[config.mk]
export PLATFORM = sky130hd
export DESIGN_NAME = rr_bin_arb_flat
export DESIGN_NICKNAME = d
export VERILOG_FILES = /design/src/rtl/rr_bin_arb_if.sv /design/src/rtl/rr_bin_arb.sv /design/src/flat_wrapper.sv
export SDC_FILE = /design/constraint.sdc
export NUM_CORES = 1
export LEC_CHECK = 0
export CORE_MARGIN = 2
export CORE_UTILIZATION = 38
export DETAILED_ROUTE_END_ITERATION = 16
export GPL_ROUTABILITY_DRIVEN = 0
export MAX_ROUTING_LAYER = met4
export PLACE_DENSITY = 0.6
export SETUP_SLACK_MARGIN = 0.1
export SLEW_MARGIN = 20
export SYNTH_ARGS = -nofsm -noshare
export SYNTH_HDL_FRONTEND = slang
export SYNTH_SLANG_ARGS = --single-unit
[constraint.sdc]
create_clock -name clk -period 5.7 [get_ports clk]
set_input_delay 0.855 -clock clk [delete_from_list [all_inputs] [get_ports clk]]
set_output_delay 0.855 -clock clk [all_outputs]
set_load 0.1 [all_outputs]
[src/rtl/rr_bin_arb_if.sv]
// Request/grant bundle for rr_bin_arb: level requests with one-hot ack on one side,
// registered binary grant with valid/ready on the other.
interface rr_bin_arb_if #(
    parameter int IN = 4
) ();
    localparam int N = 1 << IN;

    // Handshake: out_idx transfers on any rising edge where out_valid && out_ready.
    // While out_valid && !out_ready, out_idx and out_valid hold steady.
    logic [N-1:0]  req;
    logic [N-1:0]  ack;
    logic          out_valid;
    logic          out_ready;
    logic [IN-1:0] out_idx;

    // Arbiter side.
    modport slave (
        input  req,
        input  out_ready,
        output ack,
        output out_valid,
        output out_idx
    );

    // Requesters plus downstream consumer.
    modport master (
        output req,
        output out_ready,
        input  ack,
        input  out_valid,
        input  out_idx
    );
endinterface

[src/rtl/rr_bin_arb.sv]
// Round-robin arbiter over 1<<IN level requests; the winner is held as a
// registered binary index behind a valid/ready output stage.
module rr_bin_arb #(
    parameter int   IN  = 4,
    parameter logic ACT = 1'b1   // 1: req bit asserted high, 0: asserted low
) (
    input  logic         clk,
    input  logic         reset_,
    rr_bin_arb_if.slave  bus,
    output logic [0:0]   dbg_state
);
    localparam int N = 1 << IN;

    typedef enum logic [0:0] {
        EMPTY = 1'b0,
        FULL  = 1'b1
    } state_t;

    state_t        state, state_d;
    logic [IN-1:0] idx_q, idx_d;
    logic [IN-1:0] last_q, last_d;
    logic [N-1:0]  req_act;
    logic [N-1:0]  ack_c;
    logic [IN-1:0] win;
    logic [IN-1:0] probe;
    logic          found;
    logic          load;

    assign req_act = ACT ? bus.req : ~bus.req;
    assign load    = (state == EMPTY) || bus.out_ready;

    // Search last+1 .. last+N; the IN-bit add wraps, so last itself is probed last.
    always_comb begin
        found = 1'b0;
        win   = '0;
        probe = '0;
        for (int k = 1; k <= N; k++) begin
            probe = last_q + IN'(k);
            if (!found && req_act[probe]) begin
                found = 1'b1;
                win   = probe;
            end
        end
    end

    always_comb begin
        state_d = state;
        idx_d   = idx_q;
        last_d  = last_q;
        ack_c   = '0;
        if (load) begin
            if (found) begin
                ack_c[win] = 1'b1;
                idx_d      = win;
                last_d     = win;
                state_d    = FULL;
            end else begin
                state_d    = EMPTY;
            end
        end
        // A grant captured under reset would be discarded, so never ack it.
        if (!reset_) ack_c = '0;
    end

    always_ff @(posedge clk or negedge reset_) begin
        if (!reset_) begin
            state  <= EMPTY;
            idx_q  <= '0;
            last_q <= IN'(N - 1);
        end else begin
            state  <= state_d;
            idx_q  <= idx_d;
            last_q <= last_d;
        end
    end

    assign bus.ack       = ack_c;
    assign bus.out_valid = (state == FULL);
    assign bus.out_idx   = idx_q;
    assign dbg_state     = state;
endmodule
[src/flat_wrapper.sv]
// flat-port wrapper written by rule: the top's interface ports become plain ports
module rr_bin_arb_flat 
#(
    parameter int   IN  = 4,
    parameter logic ACT = 1'b1                                               
)
  (clk, reset_, dbg_state, bus_req, bus_out_ready, bus_ack, bus_out_valid, bus_out_idx);
  rr_bin_arb_if #(.IN(IN)) bus_i ();
  input  logic clk;
  input  logic reset_;
  output logic [0:0] dbg_state;
  input wire logic [$bits(bus_i.req)-1:0] bus_req;
  input wire logic [$bits(bus_i.out_ready)-1:0] bus_out_ready;
  output wire logic [$bits(bus_i.ack)-1:0] bus_ack;
  output wire logic [$bits(bus_i.out_valid)-1:0] bus_out_valid;
  output wire logic [$bits(bus_i.out_idx)-1:0] bus_out_idx;
  assign bus_i.req = bus_req;
  assign bus_i.out_ready = bus_out_ready;
  assign bus_ack = bus_i.ack;
  assign bus_out_valid = bus_i.out_valid;
  assign bus_out_idx = bus_i.out_idx;
  rr_bin_arb #(.IN(IN), .ACT(ACT)) u_core (.clk(clk), .reset_(reset_), .bus(bus_i), .dbg_state(dbg_state));
endmodule
==> results.txt, run 1 <==
count of final setup violators: 0
fraction of layout instances using a drive strength above 1: 34.7%
worst slew pin tran: 0.971 ns
clock transition at the registers of the reported paths: 0.04 ns
drt first pass iters: 5
Core Box Area: 8590 sq um
CP Capture Type: output port
sequential element share of the synthesized area: 6.94%
cts-stage hold buffer count: 0
drt total wl: 11300 um
drt drc: 0
Most used DFF post-synth: dfrtp_1
Nets: 446
Worst setup SP type: primary input
Total GRT Usage: 24.1%
Syn Area/Cell: 9.07 sq um
fmax: 180 MHz
clock tree buffer depth: 2
reg-to-reg endpoint: u_core.bus.out_idx[2]
synthesized area: 3320 sq um
crit path from: bus_req[9]
commonest non-fill, non-tap cell in the layout: nand2_1
Area Growth Syn to Fin: 37.3%
Iteration-0 DRC Markers: 285
largest net degree at the start of global routing: 35
drt wl/cell: 21.4 um
Placed Instance Area: 4390 sq um
Distinct cells, synth: 84
starting density of the core: 38.6%
min cycle time layout: 5.56 ns
Period Utilization, post-route: 97.6%
Crit path arrival time: 4.71 ns
Max Cap Viol: 0
Mapped Nets: 393
Vias: 3383
floorplan row count: 34
Vert. Die Dim: 97.5 um
number of vias per cell: 6.43
worst hold-check path type: reg2reg
die width: 97.5 um
Ports: 41
Synth async-reset ratio: 100%
TritonCTS clock tree: done
normalized max-slew margin: 33.4%
Worst Path Class, Setup: in2out
synthesis-stage register bit count: 9
Buffers on Ports: 40
Worst Reg2Reg Path Length in Cells: 12
Clock Latency Late Sink: 0.23 ns
final core utilization: 53.0%
initial antenna violation count: 0
endpoints failing hold: 0
CTS Sinks: 9
most frequent cells in the layout: 34 x nand2_1, 28 x mux2i_1, 25 x mux4_2, 25 x buf_4, 22 x buf_12
setup slack at placement: 0.122 ns
Synth Warn #: 0
fin. max-slew vios: 0
GRT overflow: 0
root buffer cell: clkbuf_8
Routed Antenna Nets: 0
Finished Cell Area: 4560 sq um
H-Tree Depth: 1
Syn Inst Count: 366
HPWL after DPL: 8930 um
Min Hold Slack: 0.511 ns
first-pass GRT wire length: 18000 um
CP max FO: 9
clock skew: 0.000347 ns
Num CTS Buffers: 3
outcome: completed
RSZ-0062 raised after global routing: false
Post-synth EDFFs: 0
hold_sp: u_core.bus.out_idx[0]
Register-to-Register Setup Slack: 1.55 ns
crit path capture: bus_ack[1]
Worst EP required: 4.85 ns
# diodes: 0
worst reg2reg path startpoint: u_core.last_q[1]
setup ws final: 0.139 ns
vias in the first global route: 3231
die footprint: 9500 sq um
==> cell usage after synthesis, types with 9 or more instances <==
| master | n | area share, % |
|---|---|---|
| mux4_2 | 25 | 17 |
| o21ai_0 | 21 | 3.2 |
| nor3_1 | 14 | 2.1 |
| nand2_1 | 34 | 3.8 |
| nor2_1 | 17 | 1.9 |
| xnor2_1 | 9 | 2.4 |
| a21oi_1 | 14 | 2.1 |
| mux2i_1 | 30 | 9.0 |
| nand3_1 | 12 | 1.8 |
| mux2_2 | 12 | 4.1 |
| nor4_1 | 11 | 2.1 |
==> registers in the layout (all words and copies together), names as in the netlist <==
name	count
u_core.bus.out_valid	1
u_core.bus.out_idx	4
u_core.last_q	4
==> layer usage <==
metal	share of wire [%]	track usage, %	vias up
met5	0	-	-
met4	3.9	8.01	0
met3	6.1	2.81	30
met2	47	38.2	147
met1	43	32.3	1620
li1	-	-	1586
==> how the worst min path moves through the flow <==
stage / endpoint / slack, ns / cells past startpoint
global route: u_core.bus.out_idx[2] / 0.53 / 1
CTS: u_core.bus.out_idx[2] / 0.51 / 1
floorplan: u_core.bus.out_idx[0] / 0.56 / 0
global placement: u_core.bus.out_idx[0] / 0.49 / 1
finish: u_core.bus.out_idx[0] / 0.51 / 1
detailed placement: u_core.bus.out_idx[2] / 0.50 / 1
==> area by class of cell <==
| cell class | count | area, sq um |
|---|---|---|
| clock buffers | 4 | 45.0 |
| fillers | 779 | 4040 |
| inverters | 7 | 36.3 |
| multi-input cells | 325 | 3180 |
| flip-flops and latches | 9 | 234 |
| well taps | 108 | 135 |
| repair buffers | 73 | 930 |
==> worst max-delay path: stages <==
cell and delay, ns:
clkdlybuf4s50_1 0.52, mux4_2 0.57, mux2i_1 0.36, mux2i_1 0.25, buf_4 0.23, nor3_1 0.33
buf_4 0.19, a2bb2oi_1 0.09, o31a_1 0.37, o32a_1 0.22, buf_12 0.17, nor4_4 0.32
buf_12 0.21
==> kinds of logic (layout without fill, tap and decap cells) <==
kind of cell | after synthesis | in the layout | synth area share [%]
simple gates | 128 | 128 | 22.7
compound gates | 95 | 95 | 20.8
mux | 80 | 80 | 36.1
buf+inv | 32 | 84 | 5.88
xor+xnor | 14 | 14 | 4.49
flops | 9 | 9 | 6.94
fa+ha+maj | 8 | 8 | 3.02
==> repair_timing <==
action | in CTS | in global routing
endpoints found under the setup margin | 0 | 16
gates resized for setup | 0 | 27
setup buffers | 0 | 5
==> metrics by stage <==
step / TNS (ns) / std cells
after global routing: 0 / 526
final: 0 / 526
after global placement: 0 / 517
after CTS: 0 / 521
after detailed placement: 0 / 517
after floorplan: -1.62 / 366
Power of run 1 is not shown: default switching activity piles up to over one toggle a cycle in this logic, so the estimate is an artifact.
==> run 2, diff against run 1 <==
--- a/config.mk
+++ b/config.mk
@@ -7,10 +7,12 @@
 export LEC_CHECK = 0
 export CORE_MARGIN = 2
 export CORE_UTILIZATION = 38
+export CTS_BUF_LIST = sky130_fd_sc_hd__clkbuf_16
 export DETAILED_ROUTE_END_ITERATION = 16
 export GPL_ROUTABILITY_DRIVEN = 0
+export GPL_TIMING_DRIVEN = 0
 export MAX_ROUTING_LAYER = met4
-export PLACE_DENSITY = 0.6
+export PLACE_DENSITY = 0.58
 export SETUP_SLACK_MARGIN = 0.1
 export SLEW_MARGIN = 20
 export SYNTH_ARGS = -nofsm -noshare
==> constraint.sdc (replaced) <==
create_clock -name clk -period 5.79 [get_ports clk]
set_input_delay 0.8685 -clock clk [delete_from_list [all_inputs] [get_ports clk]]
set_output_delay 0.8685 -clock clk [all_outputs]
set_load 0.1 [all_outputs]
==> results.txt, run 2 (synthesis gave the netlist of run 1 again) <==
outcome: completed (unchanged)
commonest non-fill, non-tap cell in the layout: nand2_1 (unchanged)
Buffers on Ports: 40 (unchanged)
hold_sp: u_core.bus.out_idx[2] (was u_core.bus.out_idx[0])
normalized max-slew margin: 34.5% (was 33.4%)
GRT overflow: 0 (unchanged)
starting density of the core: 38.6% (unchanged)
first-pass GRT wire length: 18800 um (was 18000 um)
endpoints failing hold: 0 (unchanged)
RSZ-0062 raised after global routing: false (unchanged)
filler instances: 773 (was 779)
floorplan row count: 34 (unchanged)
fmax: 180 MHz
Max Cap Viol: 0 (unchanged)
CTS Sinks: 9 (unchanged)
Register-to-Register Setup Slack: 1.54 ns (was 1.55 ns)
FF+latch area: 230 sq um (was 234 sq um)
drt wl/cell: 21.7 um (was 21.4 um)
HPWL after DPL: 9100 um (was 8930 um)
Iteration-0 DRC Markers: 286 (was 285)
Core Box Area: 8590 sq um (unchanged)
max layer used: met4 (unchanged)
H-Tree Depth: 1 (unchanged)
die footprint: 9500 sq um (unchanged)
met2 wire len: 5620 um (was 5320 um)
TritonCTS clock tree: done (unchanged)
worst reg2reg path startpoint: u_core.last_q[1] (unchanged)
CP Capture Type: output port (unchanged)
Worst setup SP type: flop (was primary input)
Ports: 41 (unchanged)
vias in the first global route: 3324 (was 3231)
Hold Path Stages: 1 (unchanged)
# diodes: 0 (unchanged)
Finished Cell Area: 4660 sq um (was 4560 sq um)
Routed Antenna Nets: 0 (unchanged)
WHS Endpoint: u_core.bus.out_idx[2] (was u_core.bus.out_idx[0])
drt drc: 0 (unchanged)
Placed Instance Area: 4180 sq um (was 4390 sq um)
root buffer cell: clkbuf_16 (was clkbuf_8)
CP max FO: 10 (was 9)
Worst EP required: 4.92 ns (was 4.85 ns)
number of vias per cell: 6.54 (was 6.43)
Vias: 3558 (was 3383)
clock transition at the registers of the reported paths: 0.04 ns (about the same)
cts-stage hold buffer count: 0 (unchanged)
drt first pass iters: 5 (unchanged)
M1 WL: 5230 um (was 4830 um)
most frequent cells in the layout: 34 x nand2_1, 30 x buf_4, 25 x mux4_2, 21 x buf_6, 20 x o21ai_0 (was 34 x nand2_1, 28 x mux2i_1, 25 x mux4_2, 25 x buf_4, 22 x buf_12)
die width: 97.5 um (unchanged)
drt total wl: 11800 um (was 11300 um)
Worst Reg2Reg Path Length in Cells: 15 (was 12)
Nets: 464 (was 446)
clock tree buffer depth: 2 (unchanged)
Total GRT Usage: 25.2% (was 24.1%)
largest net degree at the start of global routing: 13 (was 35)
area of the multi-input gates: 3300 sq um (was 3180 sq um)
Vert. Die Dim: 97.5 um (unchanged)
initial antenna violation count: 0 (unchanged)
fraction of layout instances using a drive strength above 1: 40.1% (was 34.7%)
Period Utilization, post-route: 95.8%
worst hold-check path type: reg2reg (unchanged)
Area Growth Syn to Fin: 40.5% (was 37.3%)
worst slew pin tran: 0.979 ns (was 0.971 ns)
Crit path arrival time: 4.68 ns (was 4.71 ns)
Routed met3 length: 654 um (was 686 um)
Num CTS Buffers: 3 (unchanged)
reg-to-reg endpoint: u_core.last_q[0] (was u_core.bus.out_idx[2])
Clock Latency Late Sink: 0.23 ns (about the same)
Worst Path Class, Setup: reg2out (was in2out)
fin. max-slew vios: 0 (unchanged)
count of final setup violators: 0 (unchanged)
clock skew: 0.00541 ns (was 0.000347 ns)
min cycle time layout: 5.55 ns
==> run 2: cell types whose count changed in the layout (fill, tap and decap cells not counted), sizes merged <==
cell	previous run	this run
buf	49	59
clkbuf	4	11
dlymetal6s2s	14	7
dlygate4sd2	0	5
clkdlybuf4s50	10	12
clkinv	0	1
==> run 2: timing repair <==
action,in CTS,in global routing
pin swaps,8,5
endpoints found under the setup margin,16,16
buffers inserted,11,13
resized for setup,132,35
==> run 2: worst max path at each step <==
stage / startpoint / endpoint / slack, ns / cells after the start
2_1_floorplan: u_core.last_q[1] / bus_ack[1] / -0.17 / 16
3_3_place_gp: u_core.last_q[1] / bus_ack[1] / -1.18 / 15
3_5_place_dp: u_core.last_q[1] / bus_ack[5] / -1.07 / 18
4_1_cts: bus_req[6] / bus_ack[12] / 0.10 / 12
5_1_grt: u_core.last_q[1] / bus_ack[12] / 0.07 / 17
6_report: u_core.last_q[1] / bus_ack[5] / 0.24 / 16
==> run 2: area by class of cell <==
cell class	count	share of cell area (%)
flip-flops and latches	9	4.94
clock inverters	1	0.0805
inverters	7	0.832
plain buffers	25	5.15
repair buffers	66	13.6
well taps	108	2.90
clock buffers	3	1.61
multi-input cells	325	70.9
==> run 2: worst max-delay path: stages (launching register included) <==
cell and delay, ns:
dfstp_2 0.55, buf_8 0.10, buf_12 0.13, clkbuf_16 0.19
inv_8 0.06, ha_4 0.23, buf_6 0.14, or3_1 0.39
and4_2 0.30, a211o_1 0.34, buf_4 0.17, or4_4 0.47
o31a_1 0.39, nand4bb_1 0.19, buf_4 0.23, nor4_4 0.30
buf_6 0.26
==> run 2: per-layer routing <==
| layer | vias up | track usage (%) |
|---|---|---|
| met3 | 29 | 2.73 |
| li1 | 1623 | - |
| met1 | 1751 | 35.0 |
| met2 | 155 | 39.2 |
| met4 | 0 | 7.05 |
| met5 | - | - |
==> run 2: stage by stage <==
stage / TNS, ns / setup WS [ns] / utilization, % / instances / hold WS, ns
floorplan: -1.00 / -0.175 / - / 366 / 0.573
global placement: -16.37 / -1.18 / 48.4 / 514 / 0.500
detailed placement: -15.41 / -1.07 / 48.6 / 516 / 0.499
CTS: 0 / 0.104 / 51.5 / 531 / 0.508
global route: 0 / 0.0678 / 54.3 / 544 / 0.520
finish: 0 / 0.242 / 54.3 / 544 / 0.504
Power of run 2 is left out for the same reason.
==> run 3, diff against run 2 <==
--- a/config.mk
+++ b/config.mk
@@ -12,7 +12,6 @@
 export GPL_ROUTABILITY_DRIVEN = 0
 export GPL_TIMING_DRIVEN = 0
 export MAX_ROUTING_LAYER = met4
-export PLACE_DENSITY = 0.58
 export SETUP_SLACK_MARGIN = 0.1
 export SLEW_MARGIN = 20
 export SYNTH_ARGS = -nofsm -noshare
==> results.txt, run 3 (synthesis gave the netlist of run 1 again) <==
outcome: completed (unchanged)
initial antenna violation count: 0 (unchanged)
most frequent cells in the layout: 40 x buf_4, 34 x nand2_1, 25 x mux4_2, 21 x o21ai_0 (was 34 x nand2_1, 30 x buf_4, 25 x mux4_2, 21 x buf_6, 20 x o21ai_0)
H-Tree Depth: 1 (unchanged)
setup slack at placement: -0.960 ns (was -1.07 ns)
Buffers on Ports: 40 (unchanged)
TritonCTS clock tree: done (unchanged)
met3 usage: 2.59% (was 2.73%)
Vias: 3666 (was 3558)
Min Hold Slack: 0.501 ns (was 0.504 ns)
CP max-delay cell: or4_4 (was dfstp_2)
met2 GRT Util: 40.5% (was 39.2%)
Crit path arrival time: 4.73 ns (was 4.68 ns)
HPWL after DPL: 9050 um (was 9100 um)
drt total wl: 11900 um (was 11800 um)
number of vias per cell: 6.63 (was 6.54)
drt wl/cell: 21.6 um (was 21.7 um)
Period Utilization, post-route: 96.7% (was 95.8%)
Clock Latency Late Sink: 0.23 ns (about the same)
RSZ-0062 raised after global routing: false (unchanged)
fin. max-slew vios: 0 (unchanged)
vias in the first global route: 3390 (was 3324)
worst hold-check path type: reg2reg (unchanged)
worst reg2reg path startpoint: u_core.last_q[1] (unchanged)
die width: 97.5 um (unchanged)
first-pass GRT wire length: 18800 um (about the same)
Worst Reg2Reg Path Length in Cells: 15 (unchanged)
CP max FO: 10 (unchanged)
Nets: 473 (was 464)
CP Capture Type: output port (unchanged)
fraction of layout instances using a drive strength above 1: 41.6% (was 40.1%)
floorplan row count: 34 (unchanged)
Worst EP required: 4.92 ns (about the same)
drt first pass iters: 5 (unchanged)
root buffer cell: clkbuf_16 (unchanged)
die footprint: 9500 sq um (unchanged)
GR Util met1: 33.9% (was 35.0%)
starting density of the core: 38.6% (unchanged)
Ports: 41 (unchanged)
count of final setup violators: 0 (unchanged)
clock tree buffer depth: 2 (unchanged)
fmax: 179 MHz (was 180 MHz)
Most Crowded Layer GR: met2 (unchanged)
CTS Sinks: 9 (unchanged)
crit path from: bus_req[6] (was u_core.last_q[1])
Iteration-0 DRC Markers: 272 (was 286)
Vert. Die Dim: 97.5 um (unchanged)
Worst setup SP type: primary input (was flop)
Worst Path Class, Setup: in2out (was reg2out)
worst slew pin tran: 0.974 ns (was 0.979 ns)
crit-path max cell delay: 0.59 ns (was 0.55 ns)
final core utilization: 55.0% (was 54.3%)
worst-path cell chain: clkdlybuf4s50_1 > mux4_1 > mux2_2 > mux2i_4 > nand2b_4 > nor4_4 > nand3_4 > or4_4 > o21a_1 > buf_6 > nor4_4 > buf_6 (was buf_8 > buf_12 > clkbuf_16 > inv_8 > ha_4 > buf_6 > or3_1 > and4_2 > a211o_1 > buf_4 > or4_4 > o31a_1 > nand4bb_1 > buf_4 > nor4_4 > buf_6)
GRT overflow: 0 (unchanged)
clock skew: 0.00274 ns (was 0.00541 ns)
min cycle time layout: 5.60 ns (was 5.55 ns)
clock transition at the registers of the reported paths: 0.04 ns (about the same)
Routed Antenna Nets: 0 (unchanged)
Num CTS Buffers: 3 (unchanged)
drt drc: 0 (unchanged)
Area Growth Syn to Fin: 42.4% (was 40.5%)
cts-stage hold buffer count: 0 (unchanged)
crit path capture: bus_ack[12] (was bus_ack[5])
largest net degree at the start of global routing: 13 (unchanged)
Max Cap Viol: 0 (unchanged)
setup ws final: 0.194 ns (was 0.242 ns)
Total GRT Usage: 25.0% (was 25.2%)
reg-to-reg endpoint: u_core.last_q[0] (unchanged)
Register-to-Register Setup Slack: 1.58 ns (was 1.54 ns)
# diodes: 0 (unchanged)
commonest non-fill, non-tap cell in the layout: buf_4 (was nand2_1)
endpoints failing hold: 0 (unchanged)
normalized max-slew margin: 34.8% (was 34.5%)
Core Box Area: 8590 sq um (unchanged)
==> run 3: cell types whose count changed in the layout (fill, tap and decap cells not counted), sizes merged <==
cell           before  now
inv                 7    6
dlymetal6s2s        7    5
clkdlybuf4s50      12   16
clkinv              1    2
dlygate4sd2         5    3
buf                59   68
==> run 3: worst max-delay path, delay by kind of cell <==
kind                   cells  cell delay, ns
AOI/OAI and AO/OA          1            0.14
muxes                      3            1.19
buffers and inverters      3            0.99
and+or+nand+nor            5            1.53
==> run 3: worst min-delay path by stage <==
stage / start / end / slack [ns] / cells after the start
after CTS: u_core.bus.out_idx[2] / u_core.bus.out_idx[2] / 0.50 / 1
final: u_core.bus.out_idx[2] / u_core.bus.out_idx[2] / 0.50 / 1
after detailed placement: u_core.bus.out_idx[2] / u_core.bus.out_idx[2] / 0.50 / 1
after global routing: u_core.bus.out_idx[2] / u_core.bus.out_idx[2] / 0.51 / 1
after floorplan: reset_ / u_core.bus.out_idx[0] / 0.57 / 0
after global placement: u_core.bus.out_idx[2] / u_core.bus.out_idx[2] / 0.49 / 1
==> run 3: per-stage QoR <==
stage          cells  area (sq um)  setup TNS (ns)
5_1_grt          553          4730               0
2_1_floorplan    366          3620           -1.00
4_1_cts          532          4450               0
3_3_place_gp     514          4160          -15.69
6_report         553          4730               0
3_5_place_dp     516          4180          -14.25
==> run 3: what timing repair did <==
action,CTS,global route
hold endpoints to repair,0,0
gates resized for setup,130,32
setup endpoints to repair,16,16
buffers inserted,12,21
pin swaps,8,7
cloned,0,0
==> run 3: metal layers <==
| metal | part of all wire [%] | vias to the layer above | routed length (um) |
|---|---|---|---|
| met5 | 0 | - | 0 |
| met4 | 3.0 | 0 | 364 |
| met3 | 6.0 | 31 | 722 |
| met2 | 49 | 192 | 5870 |
| met1 | 42 | 1799 | 4980 |
| li1 | - | 1644 | - |
==> run 3: final cells by class <==
type / count / area [sq um]
plain buffers: 25 / 250
flip-flops and latches: 9 / 230
clock buffers: 3 / 75.1
well taps: 108 / 135
inverters: 7 / 38.8
multi-input cells: 325 / 3300
repair buffers: 75 / 693
clock inverters: 1 / 5.00
fillers: 793 / 3860
Power of run 3 is left out for the same reason.
